$ cat src/rtl/wb_arbiter.sv
// wb_arbiter: merges pipeline and buffered long-latency results onto one GPR write port with a busy scoreboard.
module wb_arbiter #(
    parameter int FIFO_DEPTH = 2,
    parameter int DATA_W     = 32
) (
    input  logic                          clk,
    input  logic                          rst,
    input  logic                          p_valid,
    input  logic [4:0]                    p_wa,
    input  logic [DATA_W-1:0]             p_wd,
    input  logic                          l_issue,
    input  logic [4:0]                    l_issue_wa,
    input  logic                          l_valid,
    output logic                          l_ready,
    input  logic [4:0]                    l_wa,
    input  logic [DATA_W-1:0]             l_wd,
    input  logic [4:0]                    rs,
    input  logic [4:0]                    rt,
    output logic                          rs_busy,
    output logic                          rt_busy,
    output logic                          we,
    output logic [4:0]                    wa,
    output logic [DATA_W-1:0]             wd,
    output logic [$clog2(FIFO_DEPTH):0]   fifo_count,
    output logic                          err
);
    localparam int PW = $clog2(FIFO_DEPTH);
    localparam int CW = PW + 1;

    logic [4:0]        mem_wa_q [FIFO_DEPTH];
    logic [4:0]        mem_wa_d [FIFO_DEPTH];
    logic [DATA_W-1:0] mem_wd_q [FIFO_DEPTH];
    logic [DATA_W-1:0] mem_wd_d [FIFO_DEPTH];
    logic [PW-1:0]     rd_ptr_q, rd_ptr_d, wr_ptr_q, wr_ptr_d;
    logic [CW-1:0]     count_q, count_d;
    logic [31:0]       busy_q, busy_d;
    logic              err_q, err_d;
    logic [4:0]        head_wa, l_wr_wa;
    logic [DATA_W-1:0] head_wd;
    logic              p_wr, pop, byp, enq, l_wr;

    always_comb begin
        head_wa = mem_wa_q[rd_ptr_q];
        head_wd = mem_wd_q[rd_ptr_q];
        p_wr    = p_valid && (p_wa != 5'd0);
        pop     = !p_wr && (count_q != '0);
        byp     = !p_wr && (count_q == '0) && l_valid && (l_wa != 5'd0);
        l_ready = count_q < CW'(FIFO_DEPTH);
        enq     = l_valid && l_ready && !byp;
        l_wr    = (pop && (head_wa != 5'd0)) || byp;
        l_wr_wa = pop ? head_wa : l_wa;
        we      = rst && (p_wr || l_wr);
        wa      = p_wr ? p_wa : pop ? head_wa : byp ? l_wa : 5'd0;
        wd      = p_wr ? p_wd : pop ? head_wd : byp ? l_wd : '0;
        rs_busy = busy_q[rs];
        rt_busy = busy_q[rt];
        fifo_count = count_q;
        err     = err_q;
    end

    always_comb begin
        mem_wa_d = mem_wa_q;
        mem_wd_d = mem_wd_q;
        if (enq) begin
            mem_wa_d[wr_ptr_q] = l_wa;
            mem_wd_d[wr_ptr_q] = l_wd;
        end
        wr_ptr_d = enq ? wr_ptr_q + PW'(1) : wr_ptr_q;
        rd_ptr_d = pop ? rd_ptr_q + PW'(1) : rd_ptr_q;
        count_d  = count_q + CW'(enq) - CW'(pop);
        // clear before set so a same-cycle reissue keeps the register busy
        busy_d = busy_q;
        if (l_wr) busy_d[l_wr_wa] = 1'b0;
        if (l_issue) busy_d[l_issue_wa] = 1'b1;
        busy_d[0] = 1'b0;
        err_d = err_q || (l_issue && busy_q[l_issue_wa]) || (p_wr && busy_q[p_wa])
                || (l_wr && !busy_q[l_wr_wa]);
    end

    always_ff @(posedge clk or negedge rst) begin
        if (!rst) begin
            mem_wa_q <= '{default: '0};
            mem_wd_q <= '{default: '0};
            rd_ptr_q <= '0;
            wr_ptr_q <= '0;
            count_q  <= '0;
            busy_q   <= '0;
            err_q    <= 1'b0;
        end else begin
            mem_wa_q <= mem_wa_d;
            mem_wd_q <= mem_wd_d;
            rd_ptr_q <= rd_ptr_d;
            wr_ptr_q <= wr_ptr_d;
            count_q  <= count_d;
            busy_q   <= busy_d;
            err_q    <= err_d;
        end
    end
endmodule
$ cat config.mk
export PLATFORM = sky130hd
export DESIGN_NAME = wb_arbiter
export DESIGN_NICKNAME = d
export VERILOG_FILES = /design/src/rtl/wb_arbiter.sv
export SDC_FILE = /design/constraint.sdc
export NUM_CORES = 1
export LEC_CHECK = 0
export BUFFER_PORTS_ARGS = -buffer_cell sky130_fd_sc_hd__buf_4
export CAP_MARGIN = 0
export CORE_ASPECT_RATIO = 0.6
export CORE_MARGIN = 2
export CORE_UTILIZATION = 55
export DETAILED_ROUTE_END_ITERATION = 8
export PLACE_DENSITY = 0.79
export SYNTH_ARGS = -nofsm -noshare
export SYNTH_HDL_FRONTEND = slang
export SYNTH_SLANG_ARGS = --single-unit
export TNS_END_PERCENT = 30
$ cat constraint.sdc
create_clock -name clk -period 3 [get_ports clk]
set_input_delay 0.15 -clock clk [delete_from_list [all_inputs] [get_ports clk]]
set_output_delay 0.15 -clock clk [all_outputs]
set_load 0.02 [all_outputs]
Yosys cells after proc, flatten, opt, wreduce, memory -nomap -nowiden
Index checks and enable logic that the tools add are counted.
{ "classes": {"add_sub_neg": 4, "n_lt_le_gt_ge": 11, "muxes": 35, "bitwise_logic": 5, "n_reduce_logical": 28} }
{ "op_table": {"columns": ["op", "count"], "rows": [
  ["$mux W32", 9],
  ["$bwmux W64", 1],
  ["$mux W5", 8],
  ["$and A32 B32 Y32", 1],
  ["$demux W32 S1", 1],
  ["$not A32 Y32", 1],
  ["$or A32 B32 Y32", 1],
  ["$lt A5 B6 Y1 const B", 5],
  ["$bmux W1 S5", 5],
  ["$logic_and A1 B1 Y1", 15],
  ["$reduce_bool A5 Y1", 3],
  ["$bwmux W10", 1],
  ["$demux W1 S5", 2],
  ["$ge A5 B1 Y1 const B", 2],
  ["$mux W1", 7],
  ["$demux W5 S1", 1],
  ["$logic_or A1 B1 Y1", 5],
  ["$ge A2 B2 Y1 const B", 2],
  ["$not A1 Y2", 2],
  ["$logic_not A1 Y1", 3],
  ["$add A1 B1 Y1 const B", 2],
  ["$add A2 B1 Y2", 1],
  ["$logic_not A2 Y1", 1],
  ["$lt A2 B1 Y1 const B", 1],
  ["other kinds (3)", 3]
]} }
{ "word_totals": {"regBits": 110, "inputBits": 94, "output_inout_bits": 44, "wordCells": 92} }

Longest topological paths before layout
Gate-level depths: netlist of run 1.
{ "logic_depth": {"word_depth": 14, "ltp_mapped": 10, "ltp_nobuf": 9} }

Worst setup path before layout of run 1
Ideal clock, no wire load.
{ "synth_path": {"path_type": "reg-to-reg", "from": "register count_q[1] (netlist: fifo_count[1])", "to": "register err_q (netlist: err)", "setup_time_ps": 104, "t_arrival_ps": 2267, "required_time_ps": 2896, "path_slack_ps": 629, "stages_incl_launch_ff": 9, "n_path_buf": 0, "synth_period_minus_slack_ps": 2371, "cell_sequence": "dfrtp_1 -> or2_1 -> a31oi_2 -> inv_2 -> a21boi_2 -> mux2_2 -> o211ai_1 -> a31oi_1 -> o41ai_2"} }
{ "synth_via": {"elab_chain_cells": 8, "word_cells_on_any_way": 14, "cone_classes": "3 x mux; 11 x reduce/logical"} }
{ "synth_rtl": {"columns": ["element", "line", "text"], "rows": [
  ["start, declared", "35", "logic [CW-1:0] count_q, count_d;"],
  ["start signal, assigned", "94", "count_q <= count_d;"],
  ["$reduce_bool A2 Y1", "46", "pop = !p_wr && (count_q != '0);"],
  ["$logic_and A1 B1 Y1", "46", null],
  ["$mux W5", "51", "l_wr_wa = pop ? head_wa : l_wa;"],
  ["$bmux W1 S5", "77", "|| (l_wr && !busy_q[l_wr_wa]);"],
  ["$mux W1 (not written as such)", "77", null],
  ["$logic_not A1 Y1", "77", null],
  ["$logic_and A1 B1 Y1 *", "77", null],
  ["$logic_or A1 B1 Y1 *", "77", null],
  ["net err_d", "37", "logic err_q, err_d;"],
  ["end signal, assigned", "96", "err_q <= err_d;"],
  ["end, declared", "37", null]
]} }
The timed path passes the listed nets; every way through them passes the cells marked *. The select of a mux whose other input is x is not followed.
A chain may end at the register's enable or synchronous reset.

Worst setup path in the final report of run 1
{ "layout_path": {"from": "register rd_ptr_q", "to": "output wa[0]"} }
{ "layout_via": {"elab_chain_cells": 6} }
{ "layout_rtl": {"columns": ["element", "line", "text"], "rows": [
  ["start, declared", "34", "logic [PW-1:0] rd_ptr_q, rd_ptr_d, wr_ptr_q, wr_ptr_d;"],
  ["start signal, assigned", "92", "rd_ptr_q <= rd_ptr_d;"],
  ["$not A1 Y2 (not written as such)", "43", "head_wa = mem_wa_q[rd_ptr_q];"],
  ["$mux W5 (not written as such) (3 in series)", "43", null],
  ["$mux W5 (2 in series)", "53", "wa = p_wr ? p_wa : pop ? head_wa : byp ? l_wa : 5'd0;"],
  ["end, declared", "22", "output logic [4:0] wa,"]
]} }
No other way between the ends. The select of a mux whose other input is x is not followed.

==> flow_summary_export.csv, run 1 <==
group,metric,value,unit
pwr,irDropWorstVdd,0.000475,V
worst_setup_path,start_kind,"register",
logic_synthesis,synth_area_per_cell,10.6,µm²
global_route,antenna_found_initial,0,
logic_synthesis,synth_area_leaders,"dfrtp_1, mux2_2, mux4_2",
floorplanning,dieArea,13900,µm²
pwr,power_per_cell_area,1030,nW/µm²
final_layout,syn2layout_area_growth,22.0,%
floorplanning,die_w,151,µm
logic_synthesis,ys_warn_count,0,
worst_setup_path,crit_path_frequent_cell,"buf_4",
global_route,grt_overflow_total,0,
hold_path,hold_depth,2,
logic_synthesis,synthMuxAreaShare,31.6,%
logic_synthesis,synth_compound_area_share,15.8,%
drt,drc_errors,0,
placement,post-dp-hpwl,16400,µm
drt,initialDrtViolationCount,614,
global_route,grt_use_met2,45.9,%
timing,setup_viol,0,
floorplanning,core,12800,µm²
timing,maxSlewViolCount,0,
timing,fmax,351,MHz
worst_setup_path,cp_num_buf_inv,2,
worst_setup_path,crit_arrival,2700,ps
logic_synthesis,synthAdderAreaFrac,0.351,%
logic_synthesis,netlist.top_cell.by_area,"dfrtp_1",
global_route,grt_pass1_vias,6244,
worst_setup_path,rr_startpoint,"fifo_count[1]",
logic_synthesis,synth_seq_area_share,38.6,%
logic_synthesis,synth_top_family_by_area,"multiplexers",
timing,rsz0062_at_grt,"no",
floorplanning,row_count,32,
drt,dr.pass1.iters,5,
cts,cts_htree_levels,3,
worst_setup_path,cpMaxStageDelayCell,"dfrtp_2",
drt,drt-total-wl,22000,µm
worst_setup_path,crit_fanout,12,
logic_synthesis,synth.net_count,769,
global_route,met1_usage,47.7,%
timing,tns,0,ps
cts,cts_root_buf,"clkbuf_16",
global_route,track_usage,32.9,%
cts,cts_buffers,9,
final_layout,final_common_cell,"buf_4",
worst_setup_path,crit_chain,"mux2i_2 > nand2_1 > nor4_1 > o21bai_1 > buf_4 > a22o_2 > buf_4",
status,status,"complete, no violations",
logic_synthesis,synth_xor_xnor_area_share,0.491,%
worst_setup_path,worst-setup-path-type,"reg2out",
placement,gp_congestion,1.08,
hold_path,worstHoldStart,"l_wd[8]",
cts,cts.sinks,110,
worst_setup_path,max_stage_delay,560,ps
logic_synthesis,postSynthCellCount,673,
hold_path,min_to,"mem_wd_q[8]",
logic_synthesis,yosysUniqueCellTypes,62,
timing,min_period,2850,ps
cts,clockBufferDepth,2,
logic_synthesis,synthFlopType,"dfrtp_1",
worst_setup_path,ff2ff_setup_slack,230,ps
flow_run,max_cap_viol_count,0,
logic_synthesis,synth.cell_area,7140,µm²
cts,post-cts-setup-buffers,0,
worst_setup_path,crit_required,2850,ps
worst_setup_path,end_kind,"output port",
drt,via_per_inst,6.48,
final_layout,drive_gt1_share,39.2,%
final_layout,nets,898,
timing,clock_skew,9.79,ps
global_route,grt-busiest-layer,"met1",
floorplanning,initial_core_util,55.9,%
timing,hold_viol_final,0,
logic_synthesis,synthSimpleGateAreaFrac,9.59,%
worst_setup_path,cp_top_family,"flip-flops",
logic_synthesis,synth_edf_count,0,
drt,vias,6331,
pwr,power,9.01,mW
timing,worst_pin_slew,729,ps
worst_setup_path,reg2reg_to,"err",
global_route,grt_pass1_wl,34700,µm
global_route,use_met3,14.1,%
logic_synthesis,yosys_register_bits,110,
drt,final_antenna_net_count,0,
cts,cts_tree,"done",
cts,clk-insertion-delay-late,360,ps
placement,portBuffers,137,
logic_synthesis,synthArstFlopShare,100,%
floorplanning,io_pins,138,
worst_setup_path,reg2reg_depth,8,
pwr,power.leakage,3.78,nW
final_layout,num_antenna_cells,0,
timing,maxSlewHeadroom,51.1,%
timing,period_share,95.1,%
final_layout,final_util,68.2,%
drt,wl_per_cell,22.6,µm
cts,clk_pin_slew,80,ps
global_route,grt_max_degree,65,
final_layout,layout_common_cells,"buf_4, dfrtp_1, mux2_2",
floorplanning,fp.dieH,92.2,µm
hold_path,hp-class,"in2reg",
logic_synthesis,synth_top_area_share,38.6,%
[synthesized netlist by cell type, drive strengths merged (3+ instances only)]
cell type / instances
nand3b: 6
xnor2: 4
nor2b: 3
nand4: 4
a21oi: 71
o211ai: 13
nand2: 18
nor3: 8
a22o: 5
mux2i: 50
nor2: 80
buf: 28
inv: 10
dfrtp: 110
mux4: 32
nand3: 11
mux2: 89
a31oi: 8
o21ai: 66
clkbuf: 18
or3b: 3
or2: 4
[worst max-delay path by stage]
stage                       endpoint          start  slack [ps]  cells after the start
after CTS                      wa[0]       rd_ptr_q         130                      7
final                          wa[0]       rd_ptr_q         150                      7
after floorplan                  err  fifo_count[1]         630                      8
after detailed placement         err  fifo_count[1]         320                      8
after global placement    busy_q[30]  fifo_count[1]         450                      7
after global routing           wa[0]       rd_ptr_q          20                      7
[stage by stage]
stage,worst slack [ps],hold WS [ps],cells,cell area [µm²]
final,148,25.6,977,8710
after global routing,24.4,19.0,977,8710
after CTS,134,18.8,977,8700
after global placement,454,210,960,8410
after floorplan,629,-146,673,7140
after detailed placement,316,226,960,8410
[logic make-up (layout without fill, tap and decap cells)]
logic type,Yosys count,in the layout
flip-flops,110,110
buffers and inverters,56,190
AO/OA/AOI/OAI,184,184
XOR/XNOR,4,4
adder cells (fa/ha/maj),2,2
AND/OR/NAND/NOR,146,146
multiplexers,171,171
[report_power, final]
part / internal, mW / switching [mW] / leakage, nW
Combinational: 2.35 / 2.50 / 2.34
Clock: 0.580 / 0.588 / 0.140
Sequential: 2.24 / 0.751 / 1.30
[state kept, by name, summed over array words and instances, names as in the netlist]
register / count
rd_ptr_q: 1
err: 1
fifo_count: 2
wr_ptr_q: 1
busy_q: 31
mem_wa_q: 10
mem_wd_q: 64
[layout make-up]
class | instances | area [µm²]
multi-input cells | 507 | 4150
fillers | 989 | 4070
flip-flops and latches | 110 | 2750
repair buffers | 164 | 1270
clock buffers | 10 | 229
well taps | 170 | 213
clock inverters | 6 | 51.3
inverters | 10 | 37.5
[worst reg2reg max path: stages (launching register included)]
cell and delay, ps:
dfrtp_1 470, or2_1 310, a31oi_2 440, buf_4 300
mux2i_1 330, a21oi_1 90, o21ai_0 220, a31oi_1 150
o41ai_2 370
[layer usage]
layer  up-vias  share of wire [%]
li1       2773                  -
met1      3103                 43
met2       411                 41
met3        42                 14
met4         2                1.8
met5         -               0.28
[what timing repair did]
item                       in CTS  in global routing
hold endpoints to repair       46                  0
setup endpoints to repair       0                  2
gates resized for setup         0                  1
hold buffers                    1                  0
No activity file was read; power rests on OpenSTA's default activity.
==> run 2, diff against run 1 <==
--- a/config.mk
+++ b/config.mk
@@ -7,11 +7,13 @@
 export LEC_CHECK = 0
 export BUFFER_PORTS_ARGS = -buffer_cell sky130_fd_sc_hd__buf_4
 export CAP_MARGIN = 0
+export CELL_PAD_IN_SITES_DETAIL_PLACEMENT = 0
+export CELL_PAD_IN_SITES_GLOBAL_PLACEMENT = 2
 export CORE_ASPECT_RATIO = 0.6
 export CORE_MARGIN = 2
-export CORE_UTILIZATION = 55
+export CORE_UTILIZATION = 36
 export DETAILED_ROUTE_END_ITERATION = 8
-export PLACE_DENSITY = 0.79
+export PLACE_DENSITY_LB_ADDON = 0.1
 export SYNTH_ARGS = -nofsm -noshare
 export SYNTH_HDL_FRONTEND = slang
 export SYNTH_SLANG_ARGS = --single-unit
==> flow_summary_export.csv, run 2 (synthesis results as in run 1) <==
group,metric,value,unit
status,status,"complete, no violations",
hold_path,hp-class,"in2reg",
worst_setup_path,start_kind,"register",
placement,portBuffers,137,
worst_setup_path,crit_fanout,11,
timing,rsz0062_at_grt,"no",
placement,dp.cells,1054,
global_route,grt_overflow_total,0,
timing,clock_skew,12.0,ps
floorplanning,die_w,186,µm
floorplanning,dieArea,21000,µm²
cts,cts_buffers,9,
final_layout,final_util,45.8,%
global_route,grt_pass1_wl,35600,µm
final_layout,syn2layout_area_growth,23.5,%
final_layout,finalNonFillerCells,1071,
final_layout,nets,896,
timing,min_period,2810,ps
placement,gp_congestion,1.01,
timing,fmax,356,MHz
pwr,power_per_cell_area,1020,nW/µm²
cts,clk_pin_slew,80,ps
final_layout,largest_reg_flops,64,
cts,cts_tree,"done",
worst_setup_path,crit_arrival,2660,ps
pwr,power.leakage,3.77,nW
timing,tns,0,ps
flow_run,max_cap_viol_count,0,
drt,drc_errors,0,
cts,clockBufferDepth,2,
timing,period_share,93.5,%
timing,maxSlewViolCount,0,
final_layout,num_antenna_cells,0,
global_route,grt_pass1_vias,5912,
timing,worst_pin_slew,822,ps
drt,via_per_inst,5.69,
final_layout,regMostFlops,"mem_wd_q",
cts,cts.sinks,110,
floorplanning,fp.dieH,113,µm
cts,post-cts-setup-buffers,0,
final_layout,layout_common_cells,"buf_4, dfrtp_1, mux2_2",
drt,vias,6089,
floorplanning,core,19200,µm²
cts,cts_root_buf,"clkbuf_16",
global_route,antenna_found_initial,0,
drt,final_antenna_net_count,0,
drt,drt-total-wl,23100,µm
drt,dr.pass1.iters,5,
final_layout,final_common_cell,"buf_4",
cts,cts_htree_levels,3,
cts,clk-insertion-delay-late,360,ps
global_route,grt_max_degree,71,
placement,post-dp-hpwl,17500,µm
final_layout,reg_top3,"mem_wd_q x64, busy_q x31, mem_wa_q x10",
floorplanning,io_pins,138,
timing,hold_viol_final,0,
worst_setup_path,crit_required,2850,ps
drt,initialDrtViolationCount,587,
floorplanning,row_count,39,
timing,maxSlewHeadroom,45.1,%
worst_setup_path,worst-setup-path-type,"reg2out",
worst_setup_path,end_kind,"output port",
floorplanning,initial_core_util,37.1,%
pwr,irDropWorstVdd,0.000329,V
final_layout,drive_gt1_share,39.0,%
timing,setup_viol,0,
drt,wl_per_cell,21.6,µm
global_route,track_usage,22.6,%
## run 2: cell types whose count changed in the layout (fill, tap and decap cells not counted), sizes merged
cell	previous run	this run
clkinvlp	0	1
clkinv	2	0
buf	163	161
inv	14	15
## run 2: layout make-up
type	instances	area (µm²)
fillers	1847	10400
multi-input cells	507	4150
flip-flops and latches	110	2750
repair buffers	162	1240
well taps	266	333
clock buffers	10	239
clock inverters	6	58.8
inverters	10	37.5
## run 2: final timing paths
kind / cells after the start / start / end / slack [ps]
min in group asynchronous: 2 / rst / mem_wd_q[46] / 310
worst max register to register: 9 / fifo_count[1] / err / 280
worst min register to register: 1 / mem_wd_q[8] / mem_wd_q[8] / 500
max in group asynchronous: 3 / rst / mem_wd_q[30] / 1760
worst max-delay path: 6 / rd_ptr_q / wa[0] / 190
worst min-delay path: 2 / l_wd[8] / mem_wd_q[8] / 20
## run 2: metrics by stage
step           area [µm²]  total power [mW]  setup WS, ps  hold slack, ps
6_report             8810              9.01           194            18.5
5_1_grt              8810              9.61          83.8            17.2
4_1_cts              8810              8.98           296            8.40
3_5_place_dp         8510              7.75           391             171
3_3_place_gp         8510              7.66           427             168
2_1_floorplan        7140              5.99           629            -146
## run 2: report_power, final
group          total, mW  switching (mW)  leakage, nW  internal [mW]
sequential          3.12           0.886         1.30           2.23
clock               1.21           0.602        0.145          0.611
combinational       4.68            2.38         2.32           2.30
## run 2: worst max-delay path, stage by stage, from the launching register on
cell	delay, ps
dfrtp_2	550
mux2i_1	460
nand2_1	180
nor4_1	240
o21bai_1	320
a22o_2	370
buf_4	170
## run 2: per-layer routing
layer	GRT usage (%)	vias to the layer above	wire length, µm
met4	2.99	2	120
met1	36.1	3013	11300
li1	-	2778	-
met3	8.63	14	2630
met2	28.7	282	9030
met5	2.12	-	64
## run 2: what timing repair did
action | in CTS | in global routing
endpoints found under the hold margin | 39 | 0
hold buffers | 1 | 0
setup endpoints to repair | 0 | 0
resized for setup | 0 | 0
==> run 3, diff against run 2 <==
--- a/config.mk
+++ b/config.mk
@@ -14,6 +14,7 @@
 export CORE_UTILIZATION = 36
 export DETAILED_ROUTE_END_ITERATION = 8
 export PLACE_DENSITY_LB_ADDON = 0.1
+export REMOVE_ABC_BUFFERS = 1
 export SYNTH_ARGS = -nofsm -noshare
 export SYNTH_HDL_FRONTEND = slang
 export SYNTH_SLANG_ARGS = --single-unit
==> flow_summary_export.csv, run 3 (synthesis results as in run 1) <==
group,metric,value,unit
floorplanning,die_w,186,µm
drt,drc_errors,0,
worst_setup_path,crit_fanout,32,
worst_setup_path,crit_chain,"nor2_4 > nand2_1 > a211oi_4 > buf_4 > a21oi_1 > a21oi_1 > buf_4",
timing,maxSlewViolCount,0,
hold_path,hp-class,"in2reg",
drt,initialDrtViolationCount,486,
timing,period_share,89.0,%
cts,cts_root_buf,"clkbuf_16",
drt,wl_per_cell,21.5,µm
placement,portBuffers,137,
final_layout,reg_top3,"mem_wd_q x64, busy_q x31, mem_wa_q x10",
final_layout,nets,893,
timing,min_period,2670,ps
floorplanning,dieArea,21000,µm²
global_route,grt_max_degree,72,
final_layout,largest_reg_flops,64,
cts,clk-insertion-delay-late,360,ps
cts,post-cts-setup-buffers,0,
global_route,grt_pass1_vias,6010,
cts,cts_tree,"done",
flow_run,max_cap_viol_count,0,
final_layout,syn2layout_area_growth,23.7,%
floorplanning,core,19200,µm²
cts,clockBufferDepth,2,
placement,dp.cells,1051,
status,status,"complete, no violations",
final_layout,multi_input_area,4150,µm²
cts,clk_pin_slew,80,ps
final_layout,regMostFlops,"mem_wd_q",
worst_setup_path,reg2reg_to,"err",
timing,fmax,375,MHz
global_route,track_usage,22.4,%
final_layout,fillCellCount,1866,
worst_setup_path,cpMaxStageDelayCell,"dfrtp_1",
drt,drt-total-wl,23000,µm
timing,worst_pin_slew,631,ps
global_route,antenna_found_initial,0,
hold_path,min_to,"mem_wd_q[23]",
final_layout,drive_gt1_share,38.8,%
pwr,power.leakage,3.77,nW
worst_setup_path,ff2ff_setup_slack,430,ps
floorplanning,row_count,39,
global_route,grt_pass1_wl,35500,µm
floorplanning,initial_core_util,37.1,%
worst_setup_path,startpoint,"fifo_count[1]",
cts,cts_buffers,9,
drt,vias,6156,
global_route,grt_overflow_total,0,
final_layout,final_util,45.9,%
worst_setup_path,crit_arrival,2520,ps
worst_setup_path,worst-setup-path-type,"reg2out",
pwr,irDropWorstVdd,0.000380,V
final_layout,final_common_cell,"buf_4",
worst_setup_path,rr_startpoint,"fifo_count[1]",
worst_setup_path,cp_top_family,"compound AO/OA/AOI/OAI gates",
placement,post_dp_cell_area,8500,µm²
placement,post-dp-hpwl,17300,µm
timing,maxSlewHeadroom,57.8,%
timing,rsz0062_at_grt,"no",
worst_setup_path,end_kind,"output port",
worst_setup_path,max_stage_delay,480,ps
drt,dr.pass1.iters,9,
timing,setup_viol,0,
hold_path,hold_depth,2,
drt,final_antenna_net_count,0,
final_layout,num_antenna_cells,0,
placement,gp_congestion,0.926,
floorplanning,fp.dieH,113,µm
cts,cts.sinks,110,
drt,via_per_inst,5.76,
final_layout,layout_common_cells,"buf_4, dfrtp_1, mux2_2",
hold_path,worstHoldStart,"l_wd[23]",
final_layout,finalNonFillerCells,1068,
worst_setup_path,reg2reg_depth,8,
cts,cts_htree_levels,3,
final_layout,seq_area,2750,µm²
timing,hold_viol_final,0,
final_layout,fin_area,8830,µm²
worst_setup_path,crit_required,2850,ps
worst_setup_path,cp_num_buf_inv,2,
timing,clock_skew,8.28,ps
pwr,power_per_cell_area,1010,nW/µm²
floorplanning,io_pins,138,
worst_setup_path,start_kind,"register",
-- run 3: area by class of cell --
cell class              instances  area share [%]
clock buffers                   9            2.55
clock inverters                 7            1.12
inverters                      10           0.425
multi-input cells             507            47.0
flip-flops and latches        110            31.2
well taps                     266            3.77
repair buffers                159            14.0
-- run 3: worst max-delay path by stage --
| stage | end | slack [ps] | cells after the start |
|---|---|---|---|
| CTS | wd[8] | 320 | 7 |
| global placement | err | 590 | 8 |
| global route | wd[8] | 150 | 7 |
| floorplan | mem_wa_q[0] | -1090 | 7 |
| finish | wd[8] | 330 | 7 |
| detailed placement | err | 510 | 8 |
-- run 3: through the flow --
step	hold WS [ps]	worst slack [ps]	power (mW)	setup TNS, ps
detailed placement	183	512	7.64	0
finish	21.5	330	8.95	0
CTS	4.80	316	8.96	0
floorplan	-146	-1090	5.89	-111440
global route	14.5	149	9.55	0
global placement	173	586	7.55	0
-- run 3: per-layer routing --
metal,wire length [µm],track usage (%),part of all wire (%),vias up
li1,-,-,-,2762
met3,2660,9.98,12,23
met5,0,0,0,-
met2,8950,28.4,39,260
met1,11100,34.9,48,3111
met4,212,3.57,0.92,0
-- run 3: worst register-to-register path: cells and delay by family (launching register included) --
kind	cells	cell delay [ps]
DFF	1	480
buffers and inverters	1	160
muxes	1	350
AOI/OAI and AO/OA	5	1150
and+or+nand+nor	1	310
-- run 3: repair_timing --
action                                 in CTS  in global routing
hold buffers                                1                  0
endpoints found under the hold margin      39                  0
gates resized for setup                     0                  0
-- run 3: power by group --
part / switching [mW] / leakage (nW) / internal [mW]
Combinational: 2.33 / 2.31 / 2.29
Clock: 0.608 / 0.154 / 0.675
Sequential: 0.817 / 1.30 / 2.23
Total: 3.75 / 3.77 / 5.20
